==> config.mk <==
export PLATFORM = sky130hd
export DESIGN_NAME = fetch_stage
export DESIGN_NICKNAME = d
export VERILOG_FILES = /design/src/rtl/fetch_stage.sv
export SDC_FILE = /design/constraint.sdc
export NUM_CORES = 1
export LEC_CHECK = 0
export CAP_MARGIN = 0
export CORE_MARGIN = 5
export CORE_UTILIZATION = 35
export CTS_CLUSTER_DIAMETER = 40
export DETAILED_ROUTE_END_ITERATION = 6
export DONT_BUFFER_PORTS = 1
export GPL_TIMING_DRIVEN = 1
export SETUP_SLACK_MARGIN = 0.02
export SLEW_MARGIN = 20
export SYNTH_ARGS = -nofsm -noshare
export SYNTH_HDL_FRONTEND = slang
export SYNTH_SLANG_ARGS = --single-unit
==> constraint.sdc <==
create_clock -name clk -period 2 [get_ports clk]
set_input_delay 0.4 -clock clk [delete_from_list [all_inputs] [get_ports clk]]
set_output_delay 0.4 -clock clk [all_outputs]
set_load 0.05 [all_outputs]
==> src/rtl/fetch_stage.sv <==
// fetch_stage: instruction-fetch front end with one-outstanding memory handshake and one-entry fetch buffer
//   clk, rst              : clock, synchronous active-high reset
//   PCwrite, IFIDwrite    : hazard-unit stall controls (0 = hold PC issue / hold IF/ID)
//   branch_taken/_target  : ID-stage redirect
//   imem_req/addr/gnt     : fetch request handshake
//   imem_rvalid/rdata     : fetch response
//   IFID_instr/pc4/valid  : IF/ID pipeline register
//   stall_cycles          : saturating count of cycles with IFIDwrite=0
module fetch_stage #(
    parameter logic [31:0] RESET_PC    = 32'h0000_0000,
    parameter int          STALL_CNT_W = 16
) (
    input  logic                   clk,
    input  logic                   rst,
    input  logic                   PCwrite,
    input  logic                   IFIDwrite,
    input  logic                   branch_taken,
    input  logic [31:0]            branch_target,
    output logic                   imem_req,
    output logic [31:0]            imem_addr,
    input  logic                   imem_gnt,
    input  logic                   imem_rvalid,
    input  logic [31:0]            imem_rdata,
    output logic [31:0]            IFID_instr,
    output logic [31:0]            IFID_pc4,
    output logic                   IFID_valid,
    output logic [STALL_CNT_W-1:0] stall_cycles
);
    typedef enum logic [1:0] {S_REQ, S_WAIT, S_FULL} state_t;
    state_t                 r_state, w_state_nxt;
    logic                   r_squash, w_squash_nxt;
    logic [31:0]            r_pc, r_req_pc4, r_buf_instr, r_buf_pc4;
    logic [31:0]            r_ifid_instr, r_ifid_pc4;
    logic                   r_ifid_valid;
    logic [STALL_CNT_W-1:0] r_stall;
    logic                   w_br, w_grant, w_acc, w_full;
    // redirect only counts when IF/ID can take the bubble
    assign w_br     = branch_taken & IFIDwrite;
    assign w_full   = r_state == S_FULL;
    assign imem_req = !rst && r_state == S_REQ && PCwrite && !w_br;
    assign w_grant  = imem_req & imem_gnt;
    // a response coinciding with a redirect is dropped
    assign w_acc    = r_state == S_WAIT && imem_rvalid && !r_squash && !w_br;
    assign imem_addr    = r_pc;
    assign IFID_instr   = r_ifid_instr;
    assign IFID_pc4     = r_ifid_pc4;
    assign IFID_valid   = r_ifid_valid;
    assign stall_cycles = r_stall;
    always_ff @(posedge clk) begin
        if (rst) begin
            r_state  <= S_REQ;
            r_squash <= 1'b0;
        end else begin
            r_state  <= w_state_nxt;
            r_squash <= w_squash_nxt;
        end
    end
    always_comb begin
        w_state_nxt  = r_state;
        w_squash_nxt = r_squash;
        if (w_br) begin
            // an in-flight request with no response yet must be squashed when it lands
            w_squash_nxt = r_state == S_WAIT && !imem_rvalid;
            w_state_nxt  = w_squash_nxt ? S_WAIT : S_REQ;
        end else begin
            case (r_state)
                S_REQ:   w_state_nxt = w_grant ? S_WAIT : S_REQ;
                S_WAIT:  if (imem_rvalid) begin
                             w_squash_nxt = 1'b0;
                             w_state_nxt  = (r_squash || IFIDwrite) ? S_REQ : S_FULL;
                         end
                S_FULL:  w_state_nxt = IFIDwrite ? S_REQ : S_FULL;
                default: w_state_nxt = S_REQ;
            endcase
        end
    end
    always_ff @(posedge clk) begin
        if (rst) begin
            r_pc         <= RESET_PC;
            r_req_pc4    <= 32'h0;
            r_buf_instr  <= 32'h0;
            r_buf_pc4    <= 32'h0;
            r_ifid_instr <= 32'h0;
            r_ifid_pc4   <= 32'h0;
            r_ifid_valid <= 1'b0;
            r_stall      <= '0;
        end else begin
            if (w_br)
                r_pc <= branch_target;
            else if (w_grant) begin
                r_pc      <= r_pc + 32'd4;
                r_req_pc4 <= r_pc + 32'd4;
            end
            if (w_acc && !IFIDwrite) begin
                r_buf_instr <= imem_rdata;
                r_buf_pc4   <= r_req_pc4;
            end
            if (IFIDwrite) begin
                r_ifid_instr <= w_br ? 32'h0 : w_full ? r_buf_instr : w_acc ? imem_rdata : 32'h0;
                r_ifid_pc4   <= w_br ? 32'h0 : w_full ? r_buf_pc4   : w_acc ? r_req_pc4  : 32'h0;
                r_ifid_valid <= !w_br && (w_full || w_acc);
            end
            if (!IFIDwrite && !(&r_stall))
                r_stall <= r_stall + 1'b1;
        end
    end
endmodule
==> impl_metrics.json <==
{
  "final_cells": 1467,
  "cts_root_buf": "clkbuf_16",
  "grt_max_degree": 125,
  "globalRoute.totalOverflow": 0,
  "rsz0062_at_grt": "no",
  "routed_wirelength_um": 26800,
  "antenna_left": 0,
  "antenna_found_initial": 1,
  "crit_fanout": 4,
  "grt_pass1_vias": 7433,
  "grt_pass1_wl_um": 41500,
  "ff2ff_path_depth": 6,
  "period_needed_ns": 1.90,
  "clock.fmax_ghz": 0.525,
  "timing.final.max_slew_violations": 0,
  "nNetsFinal": 1180,
  "ys_warn_count": 0,
  "relSlewSlack_pct": 58.0,
  "start_kind": "flip-flop",
  "worstHoldStart": "imem_rdata[29]",
  "worst_pin_slew_ns": 0.628,
  "synth_edf_count": 0,
  "fin_area_um2": 11000,
  "drive_gt1_share_pct": 17.3,
  "min_path_cells": 2,
  "fp-row-count": 58,
  "numPlacedInstances": 1388,
  "power.density_nw_per_um2": 1050,
  "die_h_um": 168,
  "dieArea_um2": 28300,
  "htreeDepth": 2,
  "dieWidth_um": 168,
  "r2r_start": "r_state[0]",
  "wl_per_cell_um": 18.3,
  "drc": 0,
  "place_area_um2": 9550,
  "reg2reg_slack_ns": 0.14,
  "path_cells": "nor4b_4 > and2_4 > buf_6",
  "seq_area_frac_synth_pct": 48.4,
  "status": "completed",
  "first_pass_iters": 5,
  "numCtsBuffers": 38,
  "worstPathArrival_ns": 1.50,
  "via_count": 7776,
  "synthArstFlopShare_pct": 0,
  "hold_viol": 0,
  "avgSynthCellArea_um2": 8.27,
  "clock_latency_ns": 0.51,
  "max-cap-violations": 0,
  "clkTransAtPathRegs_ns": 0.06,
  "worstPathRequired_ns": 1.60,
  "numClockSinks": 212,
  "grt_util_all_layers_pct": 18.0,
  "io_buffers": 0,
  "initial_utilization_pct": 35.2,
  "critPathBufInv": 1,
  "gp_congestion": 0.847,
  "utilization_pct": 44.1,
  "vdd_drop_max_uv": 486,
  "critical-path-top-delay-family": "simple AND/OR/NAND/NOR gates",
  "synthCells": 1060,
  "clk_path_buf_depth": 3,
  "crit_type": "flip-flop to primary output",
  "ys_types": 62,
  "via_per_inst": 5.30,
  "min_period_over_period_pct": 95.2,
  "slowest_delay_ns": 0.36,
  "drtIter0Drc": 600,
  "r2r-end": "r_state[0]",
  "p_leak_nw": 3.79,
  "crit_slowest_cell": "dfxtp_1",
  "dp_hpwl_um": 17500,
  "hold_path_end": "r_buf_instr[29]",
  "setup_violations": 0,
  "pin_count": 185,
  "layout-area-overhead-vs-synth_pct": 25.3,
  "setup_ws_ns": 0.0957,
  "skew_ns": 0.0205,
  "cp-end-kind": "primary output",
  "ys_ff_latch": 212,
  "fin_tns_setup_ns": 0,
  "hp-class": "input port to flip-flop",
  "synthFlopType": "dfxtp_1",
  "core_um2": 24900,
  "synth_area_um2": 8760,
  "cts_tree": "yes",
  "dp_slack_ns": 0.115,
  "synth_nets": 1133
}
## registers in the layout (all words and copies together), names as in the netlist, 2 cells and up
signal and flops:
r_buf_instr 32, IFID_instr 32, r_buf_pc4 32, IFID_pc4 32
r_req_pc4 32, stall_cycles 16, r_state 2, imem_addr 32
## routing by layer
layer / track usage [%] / vias to the layer above / routed length [um]
li1: - / 3825 / -
met4: 6.42 / 0 / 816
met3: 7.14 / 51 / 2770
met2: 27.0 / 271 / 11800
met1: 23.5 / 3629 / 11400
met5: 0 / - / 0
## layout by cell type, fill, tap and decap left out, drive strengths merged, types with 5 or more instances in the layout
cell type / instances
buf: 80
a211oi: 7
nor3: 16
and4: 6
xnor2: 13
nand2: 243
and3: 9
clkinv: 13
dfxtp: 212
a21oi: 105
nor2: 52
a22oi: 74
clkbuf: 42
dlygate4sd3: 6
nand4: 15
a31oi: 6
xor2: 23
and2: 7
inv: 16
o21ai: 102
nand3: 19
o211ai: 6
nor4: 5
bufinv: 5
## worst reg2reg max path, cell delays in order (launching register included)
cell and delay [ns]:
dfxtp_1 0.36, nor4b_4 0.28, buf_4 0.17, nand2_2 0.11, buf_6 0.20, a21oi_1 0.12, dlygate4sd3_1 0.56
## cells by family after synthesis
family	share of synthesized area, %
AND/OR/NAND/NOR	20.2
XOR/XNOR	3.60
adder cells (fa/ha/maj)	0.286
buffers and inverters	4.60
flip-flops	48.4
AO/OA/AOI/OAI	22.3
multiplexers	0.585
## what timing repair did
item,4_1_cts,5_1_grt
hold buffers,4,4
resized for setup,1,4
endpoints found under the hold margin,112,83
pin swaps,1,0
buffers inserted,1,0
setup endpoints to repair,1,6
## report_power, final
group          internal (mW)  switching, mW
Sequential              4.31         0.0802
Combinational          0.191          0.431
Clock                   4.24           2.25
Total                   8.74           2.76
## cell usage after synthesis, types with 5 or more instances
cell | number | area share [%]
nand3_1 | 17 | 0.97
nand4_1 | 15 | 1.1
and2_1 | 7 | 0.50
buf_1 | 5 | 0.21
a21oi_1 | 105 | 6.0
o211ai_1 | 6 | 0.51
buf_2 | 27 | 1.5
o21ai_0 | 101 | 5.8
nor3_1 | 11 | 0.63
a22oi_1 | 74 | 6.3
and3_1 | 8 | 0.57
nor4_1 | 5 | 0.36
nor2_1 | 51 | 2.2
xor2_1 | 23 | 2.3
a211oi_1 | 7 | 0.60
inv_1 | 10 | 0.43
clkbuf_1 | 42 | 1.8
a31oi_1 | 6 | 0.43
dfxtp_1 | 212 | 48
nand2_1 | 242 | 10
xnor2_1 | 13 | 1.3
## through the flow
stage / hold WS [ns] / power, mW
floorplan: 0.437 / 4.87
global placement: 0.438 / 5.02
detailed placement: 0.443 / 5.03
CTS: -0.0368 / 11.6
global route: 0.000310 / 11.9
finish: 0.0208 / 11.5
## worst max-delay path by stage
stage	cells after the start	end	startpoint
floorplan	5	imem_addr[24]	imem_addr[5]
global placement	5	r_req_pc4[24]	imem_gnt
detailed placement	7	imem_addr[24]	imem_addr[2]
CTS	3	imem_req	r_state[0]
global route	6	r_state[0]	r_state[0]
finish	3	imem_req	r_state[0]
## final cells by class
type	count	area, um^2
antenna	1	2.50
inverter	10	37.5
timing repair buffer	86	801
clock buffer	42	986
clock inverter	27	309
fill	2497	13900
multi-input combinational	759	4160
sequential	212	4270
tap	330	413
(Power assumes the default switching activity.)
